**src/rtl/grad_pkg.sv**
```systemverilog
// Shared constants, FSM state encoding and gradient word layout for the magnitude/edge stage.
// Gradient word is {gx, gy}, both two's-complement GW bits wide.
package grad_pkg;
  localparam int NPIX = 65280;
  localparam int AW   = 16;
  localparam int GW   = 10;

  localparam int GX_MSB = 19;
  localparam int GX_LSB = 10;
  localparam int GY_MSB = 9;
  localparam int GY_LSB = 0;

  typedef enum logic [1:0] {IDLE, RUN, DRAIN, DONE} state_t;
endpackage

```
**src/rtl/grad_mag_edge_if.sv**
```systemverilog
// Memory-side bus of the magnitude stage: gradient read port and magnitude write port.
// master = the streaming engine, slave = the memories (read data returns one cycle after the address).
interface grad_mag_edge_if;
  import grad_pkg::*;

  logic            grad_rd;
  logic [AW-1:0]   grad_addr;
  logic [2*GW-1:0] grad_di;
  logic            mag_wr;
  logic [AW-1:0]   mag_addr;
  logic [7:0]      mag_do;

  modport master (output grad_rd, grad_addr, mag_wr, mag_addr, mag_do, input grad_di);
  modport slave  (input grad_rd, grad_addr, mag_wr, mag_addr, mag_do, output grad_di);
endinterface

```
**src/rtl/grad_l1_sat.sv**
```systemverilog
// Combinational L1 magnitude |gx|+|gy| with 8-bit saturation; zero latency, no flow control.
// Absolute values are taken as GW-bit unsigned so the most negative input maps to 2^(GW-1).
module grad_l1_sat
  import grad_pkg::*;
(
  input  logic signed [GW-1:0] gx,
  input  logic signed [GW-1:0] gy,
  output logic        [GW:0]   sum,
  output logic        [7:0]    sat8
);
  logic [GW-1:0] ax;
  logic [GW-1:0] ay;

  always_comb begin
    ax   = gx[GW-1] ? $unsigned(-gx) : $unsigned(gx);
    ay   = gy[GW-1] ? $unsigned(-gy) : $unsigned(gy);
    sum  = {1'b0, ax} + {1'b0, ay};
    sat8 = (|sum[GW:8]) ? 8'hFF : sum[7:0];
  end
endmodule

```
**src/rtl/grad_mag_edge.sv**
```systemverilog
// Streams NPIX gradient words through a 2-cycle read/compute/write pipeline, one pixel per clock,
// writing saturated L1 magnitudes and counting edge pixels; no backpressure, start/done handshake only.
module grad_mag_edge
  import grad_pkg::*;
#(
  parameter int NPIX = grad_pkg::NPIX
) (
  input  logic                   clk,
  input  logic                   reset,
  input  logic                   start,
  input  logic [7:0]             th,
  grad_mag_edge_if.master        bus,
  output logic [AW-1:0]          edge_cnt,
  output logic                   busy,
  output logic                   done
);
  localparam logic [AW-1:0] LAST_ADDR = AW'(NPIX - 1);

  state_t        state;
  logic [7:0]    th_lat;
  logic          drain_cnt;
  logic          p1_vld;
  logic [AW-1:0] p1_addr;
  logic [GW:0]   sum;
  logic [7:0]    sat8;
  logic          hit;

  grad_l1_sat u_l1 (
    .gx   (bus.grad_di[GX_MSB:GX_LSB]),
    .gy   (bus.grad_di[GY_MSB:GY_LSB]),
    .sum  (sum),
    .sat8 (sat8)
  );

  // Threshold compares the unsaturated sum so magnitudes above 255 still qualify.
  assign hit = p1_vld && (sum >= {3'b000, th_lat});

  always_ff @(posedge clk) begin
    if (!reset) begin
      state         <= IDLE;
      th_lat        <= '0;
      drain_cnt     <= 1'b0;
      p1_vld        <= 1'b0;
      p1_addr       <= '0;
      bus.grad_rd   <= 1'b0;
      bus.grad_addr <= '0;
      bus.mag_wr    <= 1'b0;
      bus.mag_addr  <= '0;
      bus.mag_do    <= '0;
      edge_cnt      <= '0;
      busy          <= 1'b0;
      done          <= 1'b0;
    end else begin
      p1_vld     <= bus.grad_rd;
      p1_addr    <= bus.grad_addr;
      bus.mag_wr <= p1_vld;
      if (p1_vld) begin
        bus.mag_addr <= p1_addr;
        bus.mag_do   <= sat8;
      end
      if (hit) edge_cnt <= edge_cnt + AW'(1);

      case (state)
        IDLE, DONE: begin
          if (start) begin
            state         <= RUN;
            th_lat        <= th;
            edge_cnt      <= '0;
            bus.grad_rd   <= 1'b1;
            bus.grad_addr <= '0;
            busy          <= 1'b1;
            done          <= 1'b0;
          end
        end
        RUN: begin
          if (bus.grad_addr == LAST_ADDR) begin
            state       <= DRAIN;
            bus.grad_rd <= 1'b0;
            drain_cnt   <= 1'b0;
          end else begin
            bus.grad_addr <= bus.grad_addr + AW'(1);
          end
        end
        DRAIN: begin
          drain_cnt <= 1'b1;
          if (drain_cnt) begin
            state <= DONE;
            busy  <= 1'b0;
            done  <= 1'b1;
          end
        end
        default: state <= IDLE;
      endcase
    end
  end
endmodule

```
**src/flat_wrapper.sv**
```systemverilog
// flat-port wrapper written by rule: the top's interface ports become plain ports
module grad_mag_edge_flat import grad_pkg::*;
#(
  parameter int NPIX = grad_pkg::NPIX
)
  (clk, reset, start, th, edge_cnt, busy, done, bus_grad_rd, bus_grad_addr, bus_mag_wr, bus_mag_addr, bus_mag_do, bus_grad_di);
  grad_mag_edge_if bus_i ();
  input  logic clk;
  input  logic reset;
  input  logic start;
  input  logic [7:0] th;
  output logic [AW-1:0] edge_cnt;
  output logic busy;
  output logic done;
  output wire logic [$bits(bus_i.grad_rd)-1:0] bus_grad_rd;
  output wire logic [$bits(bus_i.grad_addr)-1:0] bus_grad_addr;
  output wire logic [$bits(bus_i.mag_wr)-1:0] bus_mag_wr;
  output wire logic [$bits(bus_i.mag_addr)-1:0] bus_mag_addr;
  output wire logic [$bits(bus_i.mag_do)-1:0] bus_mag_do;
  input wire logic [$bits(bus_i.grad_di)-1:0] bus_grad_di;
  assign bus_grad_rd = bus_i.grad_rd;
  assign bus_grad_addr = bus_i.grad_addr;
  assign bus_mag_wr = bus_i.mag_wr;
  assign bus_mag_addr = bus_i.mag_addr;
  assign bus_mag_do = bus_i.mag_do;
  assign bus_i.grad_di = bus_grad_di;
  grad_mag_edge #(.NPIX(NPIX)) u_core (.clk(clk), .reset(reset), .start(start), .th(th), .bus(bus_i), .edge_cnt(edge_cnt), .busy(busy), .done(done));
endmodule
```
**config.mk**
```make
export PLATFORM = sky130hd
export DESIGN_NAME = grad_mag_edge_flat
export DESIGN_NICKNAME = d
export VERILOG_FILES = /design/src/rtl/grad_pkg.sv /design/src/rtl/grad_mag_edge_if.sv /design/src/rtl/grad_l1_sat.sv /design/src/rtl/grad_mag_edge.sv /design/src/flat_wrapper.sv
export SDC_FILE = /design/constraint.sdc
export NUM_CORES = 1
export LEC_CHECK = 0
export CAP_MARGIN = 20
export CORE_MARGIN = 8
export CORE_UTILIZATION = 40
export CTS_CLUSTER_DIAMETER = 60
export CTS_CLUSTER_SIZE = 28
export DETAILED_ROUTE_END_ITERATION = 10
export PLACE_DENSITY = 0.67
export SYNTH_ARGS = -nofsm -noshare
export SYNTH_HDL_FRONTEND = slang
export SYNTH_HIERARCHICAL = 1
export SYNTH_SLANG_ARGS = --single-unit
export TNS_END_PERCENT = 50
```
**constraint.sdc**
```tcl
create_clock -name clk -period 3.8 [get_ports clk]
set_input_delay 0.95 -clock clk [delete_from_list [all_inputs] [get_ports clk]]
set_output_delay 0.95 -clock clk [all_outputs]
set_load 0.02 [all_outputs]
```
==> metrics, run 1 <==
status=finished with violations; failing checks=setup timing; clk buf depth=2; count of final setup violators=1; final worst setup slack=-14.7 ps; latest clock arrival within the worst-skew pair=between 300 and 400 ps; Metal-1 WL=between 5000 and 6000 um; Synth Area in Simple Gates=about 23%; top cell type by total area after synthesis=dfxtp_1; Adder-Cell Fraction of Synth Area=7.30%; slowest cell delay on critical path=380 ps; worst reg2reg path depth=7; Post-Synth XOR/XNOR Area=5.55%; Port Buffer Count=90; NumNets Final=750; antenna violations before repair=0; I/O Pins=slightly above 90; DRC Markers=0; Clock Sinks=88; Post-DRT Antenna Nets=0; worst path required time=roughly 4100 ps; Seq/Total Area, Yosys=a little under two fifths; Worst slew margin=roughly a third; H-tree depth=3; drt first pass iters=5; final non-filler cell total=between 800 and 900; Slowest cell on crit path=or3_4; Final Hold Fails=0; CP arrival=between 4000 and 5000 ps; metal2 WL=around 7000 um; Cell Chain, Critical Path=dlygate4sd2_1 -> nand4b_1 -> or3_4 -> nand2_4 -> xnor2_2 -> ha_1 -> buf_6 -> and3b_1 -> nor2_1 -> ha_1 -> and4_4 -> nand4_1 -> buf_6 -> a31oi_4 -> mux2i_1; largest net degree at the start of global routing=slightly below 60; post-synth cell types=60; vias=4500; Max Cap Viol=0; clock-pin transition on the worst setup and hold timing paths=~60 ps; Global Route Usage Sum=between 15 and 20%; chip height=about 120 um; yosys warns=6; Synth top area share=37.2%; Slew @ Worst Pin=between 1000 and 1500 ps; leakage dissipation=between 2 and 3 nW; synthesized flop and latch total=between 80 and 90; Worst setup EP type=flop; flop-to-flop setup slack=roughly 1400 ps; Reg area=between 1500 and 2000 um2; first-pass GRT wire length=22100 um; Worst Skew=6.77 ps; fill count=around 940; final wirelength=13600 um; Die Wd=125 um; WS Path Type=in -> reg; met3 wire length=roughly 730 um; Final period util=100%; CTS Root Cell=clkbuf_16; Power per Cell Area=461 nW/um2; worst hold stages=2; FFs w/ async S/R, synth=0%; wire per inst=approximately 16 um; fmax=0.262 GHz; vias per cell=approximately 5.4; VDD IR-drop max=0.000305 V; GRT Residual Overflow=0; startpoint types=input pin; Multi-input gate area=around 3200 um2; Syn Area/Cell=between 8 and 9 um2; CTS tree=yes; Pins Over Slew Limit=0; EDFF count, synth=0; row cnt=39; antenna cells=0; DR top layer=met4; RSZ-0062 raised after global routing=true; critical path peak fanout=6; number of global-route vias before repair=4472; placed cells=~800; minimum clock period after layout=~3800 ps; Net Count, Synth=between 600 and 700; Area Growth Syn to Fin=49.6%; die area=15600 um2; 1st-iter DRT viols=roughly 180; hpwl dp=9190 um; Synth Area in Compound Gates=between 10% and 20%; Top FF cell, synth=dfxtp_1; post-synthesis mux area share=roughly 8.7%; layout cells sized above 1=24.2%; Synth Instances=544; Num CTS Buffers=9; CORE AREA=between 10000 and 15000 um2; top cells by area, synth=dfxtp_1 37%, mux2i_1 8.7%, ha_1 6.9%, nand2_1 4.3%, xnor2_1 4.1%; largest family of logic cells by synthesized area=simple AND/OR/NAND/NOR gates; Hold Path Class=reg -> reg; post-place setup slack=-736 ps; Starting Density=roughly two fifths; Mapped Area=between 4000 and 5000 um2; gpl congestion=~0.86
==> cells in the final DEF, fill, tap and decap left out, types with 10 or more instances in the layout <==
| cell type | n |
|---|---|
| dfxtp_1 | 88 |
| clkdlybuf4s50_1 | 75 |
| buf_4 | 63 |
| nand2_1 | 51 |
| nor2_1 | 48 |
| mux2i_1 | 40 |
| a21oi_1 | 27 |
| ha_1 | 22 |
| inv_1 | 19 |
| and2_1 | 19 |
| xnor2_1 | 18 |
| or3_1 | 15 |
| nand4_1 | 14 |
| a31oi_4 | 12 |
| nand3_1 | 11 |
| clkbuf_16 | 10 |
==> routing by layer <==
metal  up-vias  GRT usage [%]
met3        18           5.96
met5         -              0
met1      2153           19.1
li1       2233              -
met2        96           28.9
met4         0           4.54
==> state kept, by name, summed over array words and instances (netlist names) <==
register	cells
u_core/p1_vld	1
u_core/bus.mag_wr	1
u_core/bus.mag_addr	16
u_core/bus.grad_rd	1
u_core/bus.mag_do	8
u_core/edge_cnt	16
u_core/busy	1
u_core/state	2
u_core/th_lat	8
u_core/drain_cnt	1
u_core/p1_addr	16
u_core/bus.grad_addr	16
u_core/done	1
==> cells by family after synthesis <==
logic type	count (synthesis)
XOR/XNOR	30
multiplexers	41
flip-flops	88
adder cells (fa/ha/maj)	27
AO/OA/AOI/OAI	97
buffers and inverters	51
AND/OR/NAND/NOR	210
==> worst paths after layout <==
path,from,endpoint
setup / recovery,bus_grad_di[14],u_core/edge_cnt[9]
setup reg to reg,u_core/state[0],u_core/edge_cnt[12]
hold reg to reg,u_core/th_lat[6],u_core/th_lat[6]
hold / removal,u_core/th_lat[6],u_core/th_lat[6]
==> power breakdown <==
part | leakage, nW | internal, W | total, W | switching (W)
Combinational | 1.80 | 0.000551 | 0.00118 | 0.000631
Clock | 0.162 | 0.000643 | 0.00102 | 0.000378
Sequential | 0.713 | 0.000993 | 0.00106 | 0.0000654
==> cell usage after synthesis (4+ instances only) <==
cell / number
a21oi_1: 29
xnor2_1: 22
nor2_1: 50
and3_1: 8
dfxtp_1: 88
nand3_1: 11
mux2i_1: 41
and2_1: 21
nor3_1: 5
ha_1: 26
clkbuf_1: 21
o31ai_1: 8
or4_1: 5
nor2b_1: 4
o21ai_0: 11
a31oi_1: 12
nand4_1: 14
xor2_1: 8
a211oi_1: 7
or3_1: 16
inv_1: 24
nand2_1: 54
==> worst max-delay path: cells and delay by family <==
| family | cells | cell delay [ps] |
|---|---|---|
| buf+inv | 3 | 620 |
| mux | 1 | 220 |
| compound gates | 1 | 190 |
| fa+ha+maj | 2 | 650 |
| xor+xnor | 1 | 70 |
| simple gates | 7 | 1380 |
==> metrics by stage <==
stage	TNS, ps	cell area [um2]	utilization, %	total power, W	hold WS (ps)
2_1_floorplan	-1.15	4790	-	0.00171	436
3_3_place_gp	-13050	6160	53.7	0.00207	445
3_5_place_dp	-15010	6160	53.7	0.00209	448
4_1_cts	0	6900	60.2	0.00321	457
5_1_grt	-1290	7080	61.7	0.00345	482
6_report	-14.7	7080	61.7	0.00326	456
==> final cells by class <==
class | count | share of cell area (%)
repair buffers | 162 | 20.7
well taps | 143 | 2.53
clock buffers | 9 | 3.18
clock inverters | 7 | 1.68
inverters | 26 | 1.45
flip-flops and latches | 88 | 24.9
multi-input cells | 405 | 45.6
==> timing repair <==
action | CTS | global route
gates cloned | 2 | 1
buffers inserted | 9 | 8
hold buffers | 0 | 0
endpoints found under the setup margin | 23 | 21
gates resized for setup | 105 | 23
pin swaps | 50 | 25
Power figures use the tool's default switching activity.
==> run 2, diff against run 1 <==
--- a/config.mk
+++ b/config.mk
@@ -6,12 +6,14 @@
 export NUM_CORES = 1
 export LEC_CHECK = 0
 export CAP_MARGIN = 20
+export CELL_PAD_IN_SITES_DETAIL_PLACEMENT = 2
+export CELL_PAD_IN_SITES_GLOBAL_PLACEMENT = 2
 export CORE_MARGIN = 8
-export CORE_UTILIZATION = 40
+export CORE_UTILIZATION = 28
 export CTS_CLUSTER_DIAMETER = 60
 export CTS_CLUSTER_SIZE = 28
 export DETAILED_ROUTE_END_ITERATION = 10
-export PLACE_DENSITY = 0.67
+export PLACE_DENSITY = 0.79
 export SYNTH_ARGS = -nofsm -noshare
 export SYNTH_HDL_FRONTEND = slang
 export SYNTH_HIERARCHICAL = 1
==> run 2 against run 1 <==
  * The run still ends with setup timing left
  * Clock skew up 4.9 ps
  * Cell count rose by 9.6%
  * Critical endpoint is now u_core/bus.mag_do[3]
  * Combinational power grew 16%
==> metrics, run 2 (same netlist as run 1, synthesis figures left out) <==
drt first pass iters=4 (-1); Pins Over Slew Limit=0 (unchanged); failing checks=setup timing; WS Path Type=in -> reg; first-pass GRT wire length=29000 um (+31%); Post-DRT Antenna Nets=0 (unchanged); Starting Density=28.6% (-13 points); antenna cells=0 (unchanged); Worst Skew=11.7 ps (+4.92 ps); flop-to-flop setup slack=1330 ps (-90 ps); Power per Cell Area=459 nW/um2 (-0.47%); vias per cell=5.20 (-3.0%); leakage dissipation=2.68 nW (+0.14%); most frequent cells in the layout=87 x dfxtp_1, 77 x clkdlybuf4s50_1, 70 x buf_4; status=finished with violations; crit path capture=u_core/bus.mag_do[3]; clk buf depth=2 (unchanged); Final Hold Fails=0 (unchanged); largest net degree at the start of global routing=58 (unchanged); DRC Markers=0 (unchanged); Reg area=1760 um2 (about the same); R2R Path End=u_core/edge_cnt[13]; H-tree depth=3 (unchanged); clock-pin transition on the worst setup and hold timing paths=70 ps (about the same); startpoint types=input pin; chip height=146 um (+17%); Max Cap Viol=0 (unchanged); Num CTS Buffers=9 (unchanged); Final Power=0.00332 W (+1.9%); number of global-route vias before repair=5263 (+18%); worst path required time=4010 ps (-50 ps); Area Growth Syn to Fin=53.2%; CTS Root Cell=clkbuf_16; die area=21300 um2 (+37%); wire per inst=22.5 um (+39%); 1st-iter DRT viols=166 (-9.8%); Final period util=110% (+9.5 points); Worst setup EP type=flop; antenna violations before repair=0 (unchanged); placed cells=885 (+10%); minimum clock period after layout=4180 ps (+361 ps); VDD IR-drop max=0.000238 V (-22%); Worst R2R Start=u_core/state[0]; CTS Hold Bufs=0 (unchanged); fmax=0.240 GHz (-8.6%); RSZ-0062 raised after global routing=true; Multi-input gate area=3330 um2 (+3.3%); worst reg2reg path depth=7 (unchanged); most common cell after layout, fill and taps aside=dfxtp_1; Global Route Usage Sum=16.9% (+0.094 points); gpl congestion=0.844 (-1.9%); row cnt=47 (+21%); I/O Pins=91 (unchanged); CTS tree=yes; critical path peak fanout=4 (-2); NumNets Final=754 (+0.53%); GRT Residual Overflow=0 (unchanged); fill count=1748 (+86%); latest clock arrival within the worst-skew pair=350 ps (about the same); Slew @ Worst Pin=1080 ps (+80.7 ps); count of final setup violators=21 (+20); final worst setup slack=-375 ps (-361 ps); Hold Path Class=reg -> reg; Worst slew margin=27.7% (-5.4 points); Clock Sinks=88 (unchanged); final wirelength=20700 um (+52%); Die Wd=146 um (+17%); final non-filler cell total=921 (+9.6%); CP arrival=4380 ps (+300 ps); hpwl dp=12700 um (+38%); vias=4786 (+6.4%); Worst Setup SP=bus_grad_di[15]; layout cells sized above 1=27.0% (+2.7 points); Port Buffer Count=90 (unchanged); CORE AREA=16500 um2 (+44%)
[run 2: cell types whose count changed in the layout (fill, tap and decap cells not counted), moves of 3 or more]
cell | before | now
ha_4 | 4 | 7
a21oi_2 | 2 | 5
buf_4 | 63 | 70
a21oi_1 | 27 | 24
nand2_1 | 51 | 48
bufinv_16 | 3 | 0
ha_1 | 22 | 19
[run 2: repair_timing]
| action | CTS | global route |
|---|---|---|
| setup buffers | 11 | 7 |
| setup endpoints to repair | 24 | 22 |
| resized for setup | 106 | 44 |
| gates cloned | 1 | 1 |
| pin swaps | 33 | 34 |
[run 2: metal layers]
layer  vias up  track usage, %  part of all wire (%)
li1       2230               -                     -
met1      2428            18.3                    40
met2        97            31.3                    54
met3        31            4.70                   3.9
met4         0            4.69                   2.3
met5         -               0                     0
[run 2: worst max-delay path: stages]
cell and delay, ps:
clkdlybuf4s50_1 490, o31ai_4 300, nand2_1 120, xor2_1 250
ha_1 350, o21ai_1 190, o21bai_1 140, or2_1 270
o211ai_2 220, inv_2 90, buf_4 150, or4_1 550
mux2i_1 210, nor2_1 90
[run 2: worst min path at each step]
stage,from,end,slack (ps),cells after the start
finish,u_core/p1_addr[4],u_core/bus.mag_addr[4],480,2
floorplan,u_core/th_lat[1],u_core/th_lat[1],440,2
detailed placement,u_core/th_lat[7],u_core/th_lat[7],460,2
global route,u_core/th_lat[0],u_core/th_lat[0],500,2
CTS,u_core/th_lat[1],u_core/th_lat[1],480,2
global placement,u_core/th_lat[2],u_core/th_lat[2],450,2
[run 2: report_power, final]
group	internal, W	switching, W	leakage [nW]	total [W]
Combinational	0.000605	0.000767	1.83	0.00137
Sequential	0.000994	0.0000920	0.713	0.00109
Clock	0.000480	0.000385	0.135	0.000865
Total	0.00208	0.00124	2.68	0.00332
[run 2: final cells by class]
class,count,share of cell area [%]
clock buffers,12,3.54
clock inverters,4,0.397
inverters,26,1.38
multi-input cells,405,46.0
flip-flops and latches,88,24.3
well taps,220,3.80
repair buffers,166,20.5
[run 2: per-stage QoR]
step           area, um2  hold WS, ps  setup slack, ps  TNS [ps]  util, %
6_report            7250          480             -375     -5750     43.8
5_1_grt             7250          501             -467     -8020     43.8
4_1_cts             6970          476             4.53         0     42.2
3_5_place_dp        6280          461            -1000    -20370     38.0
3_3_place_gp        6280          446             -656    -14400     38.0
2_1_floorplan       4790          436           -0.574     -1.15        -
==> run 3, diff against run 2 <==
--- a/config.mk
+++ b/config.mk
@@ -9,13 +9,13 @@
 export CELL_PAD_IN_SITES_DETAIL_PLACEMENT = 2
 export CELL_PAD_IN_SITES_GLOBAL_PLACEMENT = 2
 export CORE_MARGIN = 8
-export CORE_UTILIZATION = 28
+export CORE_UTILIZATION = 29
+export CTS_BUF_LIST = sky130_fd_sc_hd__clkbuf_2 sky130_fd_sc_hd__clkbuf_4 sky130_fd_sc_hd__clkbuf_8
 export CTS_CLUSTER_DIAMETER = 60
 export CTS_CLUSTER_SIZE = 28
 export DETAILED_ROUTE_END_ITERATION = 10
-export PLACE_DENSITY = 0.79
+export PLACE_DENSITY = 0.82
 export SYNTH_ARGS = -nofsm -noshare
 export SYNTH_HDL_FRONTEND = slang
-export SYNTH_HIERARCHICAL = 1
 export SYNTH_SLANG_ARGS = --single-unit
 export TNS_END_PERCENT = 50
==> run 3 against run 2 <==
  * The run still ends with setup timing left
  * Clock skew shrank 4.0 ps
  * Sequential power is essentially flat
  * Via count shrank 11%
  * Clock-buffer cell count is the same
  * Cell count shrank 9.3%
  * Utilization shrank 1.0 points
  * Cell area shrank 11%
  * Non-clock buffer count shrank 7
  * Synthesized cell count shrank 9.2%
  * Routed wire length shrank 17%
  * Highest routed layer unchanged
==> metrics, run 3 <==
Seq/Total Area, Yosys=39.6% (+2.4 points); GRT Residual Overflow=0 (unchanged); Port Buffer Count=90 (unchanged); Top FF cell, synth=dfxtp_1; post-place setup slack=-1750 ps (-747 ps); clk buf depth=2 (unchanged); RSZ-0062 raised after global routing=true; worst path required time=4020 ps (about the same); clock-pin transition on the worst setup and hold timing paths=90 ps (+20 ps); final worst setup slack=-913 ps (-538 ps); vias=4241 (-11%); Reg area=1760 um2 (unchanged); top cells by area, synth=dfxtp_1 40%, ha_1 7.0%, xnor2_1 5.7%, nand2_1 3.9%, mux2i_1 3.8%; fmax=0.212 GHz (-11%); failing checks=setup timing; Net Count, Synth=551 (-8.5%); Cell Area, Placed=5930 um2 (-5.7%); Power per Cell Area=457 nW/um2 (-0.24%); Worst Skew=7.66 ps (-4.03 ps); most common cell after layout, fill and taps aside=dfxtp_1; FFs w/ async S/R, synth=0% (unchanged); met3 Use GR=3.86% (-0.83 points); Max Cap Viol=0 (unchanged); CTS Root Cell=clkbuf_8; top cell type by total area after synthesis=dfxtp_1; row cnt=45 (-4.3%); Commonest cells post-synth=88 x dfxtp_1, 46 x nand2_1, 29 x xnor2_1, 26 x nor2_1, 25 x ha_1; NumNets Final=700 (-7.2%); 1st-iter DRT viols=210 (+27%); startpoint types=input pin; synthesized flop and latch total=88 (unchanged); Finished Cell Area=6460 um2 (-11%); wire per inst=20.7 um (-8.2%); M2 GR Usage=32.7% (+1.4 points); VDD IR-drop max=0.000231 V (-2.8%); Synth Instances=494 (-9.2%); drt first pass iters=4 (unchanged); layout cells sized above 1=23.8% (-3.2 points); EDFF count, synth=0 (unchanged); Final Hold Fails=0 (unchanged); fin util=42.8% (-1.0 points); leakage dissipation=2.47 nW (-7.9%); Area Growth Syn to Fin=45.3%; DRC Markers=0 (unchanged); minimum clock period after layout=4710 ps (+538 ps); count of final setup violators=24 (+14%); Syn Area/Cell=9.00 um2 (+3.5%); Final period util=124% (+14 points); chip height=140 um (-4.2%); Worst slew margin=59.2% (+32 points); CORE AREA=15100 um2 (-8.7%); Die Wd=140 um (-4.2%); antenna cells=0 (unchanged); Num CTS Buffers=9 (unchanged); number of global-route vias before repair=4870 (-7.5%); vias per cell=5.08 (-2.3%); yosys warns=0 (-6); fill count=1655 (-5.3%); antenna violations before repair=0 (unchanged); Multi-input gate area=2770 um2 (-17%); CP arrival=4930 ps (+550 ps); largest net degree at the start of global routing=34 (-41%); Clock Sinks=88 (unchanged); WS Path Type=in -> reg; Worst setup EP type=flop; Mapped Area=4450 um2 (-6.0%); most frequent cell after synthesis=dfxtp_1; Pins Over Slew Limit=0 (unchanged); die area=19600 um2 (-8.2%); status=finished with violations; hpwl dp=12200 um (-3.8%); gpl congestion=0.780 (-7.6%); Starting Density=29.5% (+0.85 points); met1 Usage GRT=17.8% (-0.44 points); CTS tree=yes; final wirelength=17300 um (-17%); critical path peak fanout=8 (+4); Hold Path Class=reg -> reg; Synth top area share=39.6% (+2.4 points); post-synth cell types=58 (-3.3%); first-pass GRT wire length=26600 um (-8.4%); Post-DRT Antenna Nets=0 (unchanged); CTS Hold Bufs=0 (unchanged); GRT busiest layer=met2; latest clock arrival within the worst-skew pair=350 ps (about the same); Slew @ Worst Pin=610 ps (-471 ps); H-tree depth=3 (unchanged); I/O Pins=91 (unchanged); Global Route Usage Sum=17.0% (+0.14 points); most frequent cells in the layout=87 x dfxtp_1, 77 x clkdlybuf4s50_1, 66 x buf_4
## run 3: cell types whose count changed after synthesis, moves of 8 or more
cell      previous run  this run
mux2i_1             41        17
nand2b_1             3        11
a31oi_1             12         2
o21ai_0             11        23
nor2b_1              4        19
nor2_1              50        26
nand2_1             54        46
## run 3: worst paths after layout
check	cells after the start	to	slack, ps	from
hold / removal	2	u_core.th_lat[1]	490	u_core.th_lat[1]
setup / recovery	20	u_core.edge_cnt[6]	-910	bus_grad_di[0]
setup reg to reg	8	u_core.bus.grad_addr[13]	1190	u_core.state[0]
hold reg to reg	2	u_core.th_lat[1]	490	u_core.th_lat[1]
## run 3: final cells by class
cell class | instances | share of cell area (%)
multi-input cells | 363 | 42.9
flip-flops and latches | 88 | 27.3
repair buffers | 159 | 21.8
well taps | 188 | 3.64
clock buffers | 12 | 2.36
inverters | 22 | 1.32
clock inverters | 3 | 0.658
## run 3: through the flow
| stage | setup TNS (ps) | power, W | std cells | hold slack (ps) |
|---|---|---|---|---|
| 2_1_floorplan | -11110 | 0.00168 | 494 | 443 |
| 3_3_place_gp | -28710 | 0.00204 | 806 | 458 |
| 3_5_place_dp | -35160 | 0.00212 | 806 | 477 |
| 4_1_cts | -10940 | 0.00286 | 828 | 490 |
| 5_1_grt | -19370 | 0.00311 | 835 | 525 |
| 6_report | -16950 | 0.00296 | 835 | 490 |
## run 3: kinds of logic (layout without fill, tap and decap cells)
group                    count (synthesis)  count (layout)  synth area share (%)
multiplexers                            19              19                  4.33
buffers and inverters                   43             196                  3.91
XOR/XNOR                                40              40                  7.88
AO/OA/AOI/OAI                           94              94                  14.8
AND/OR/NAND/NOR                        184             184                  22.0
adder cells (fa/ha/maj)                 26              26                  7.48
flip-flops                              88              88                  39.6
## run 3: layer usage
layer,up-vias,wire length [um]
li1,2018,-
met1,2135,6840
met2,68,9590
met3,20,455
met4,0,366
met5,-,0
## run 3: critical path, cell delays in order
cell and delay (ps):
buf_8 100, or3_4 410, nand2_4 90, xnor2_2 110, ha_1 260, and2_4 160, a221o_1 380, o21ai_2 160
or2b_1 280, a21oi_2 190, xnor2_2 150, ha_1 290, and3_4 180, a221oi_2 280, o21a_1 220, o311a_4 240
buf_4 110, and2_4 170, or3_1 130, a21oi_1 60
## run 3: where the power goes
part           switching [W]  total [W]  internal (W)
clock network       0.000316   0.000648      0.000332
logic               0.000681    0.00124      0.000562
registers          0.0000759    0.00107      0.000990
total                0.00107    0.00296       0.00188
## run 3: repair_timing
action | 4_1_cts | 5_1_grt
gates cloned | 0 | 0
gates resized for setup | 80 | 20
setup buffers | 7 | 7
endpoints found under the setup margin | 24 | 24
pin swaps | 32 | 18
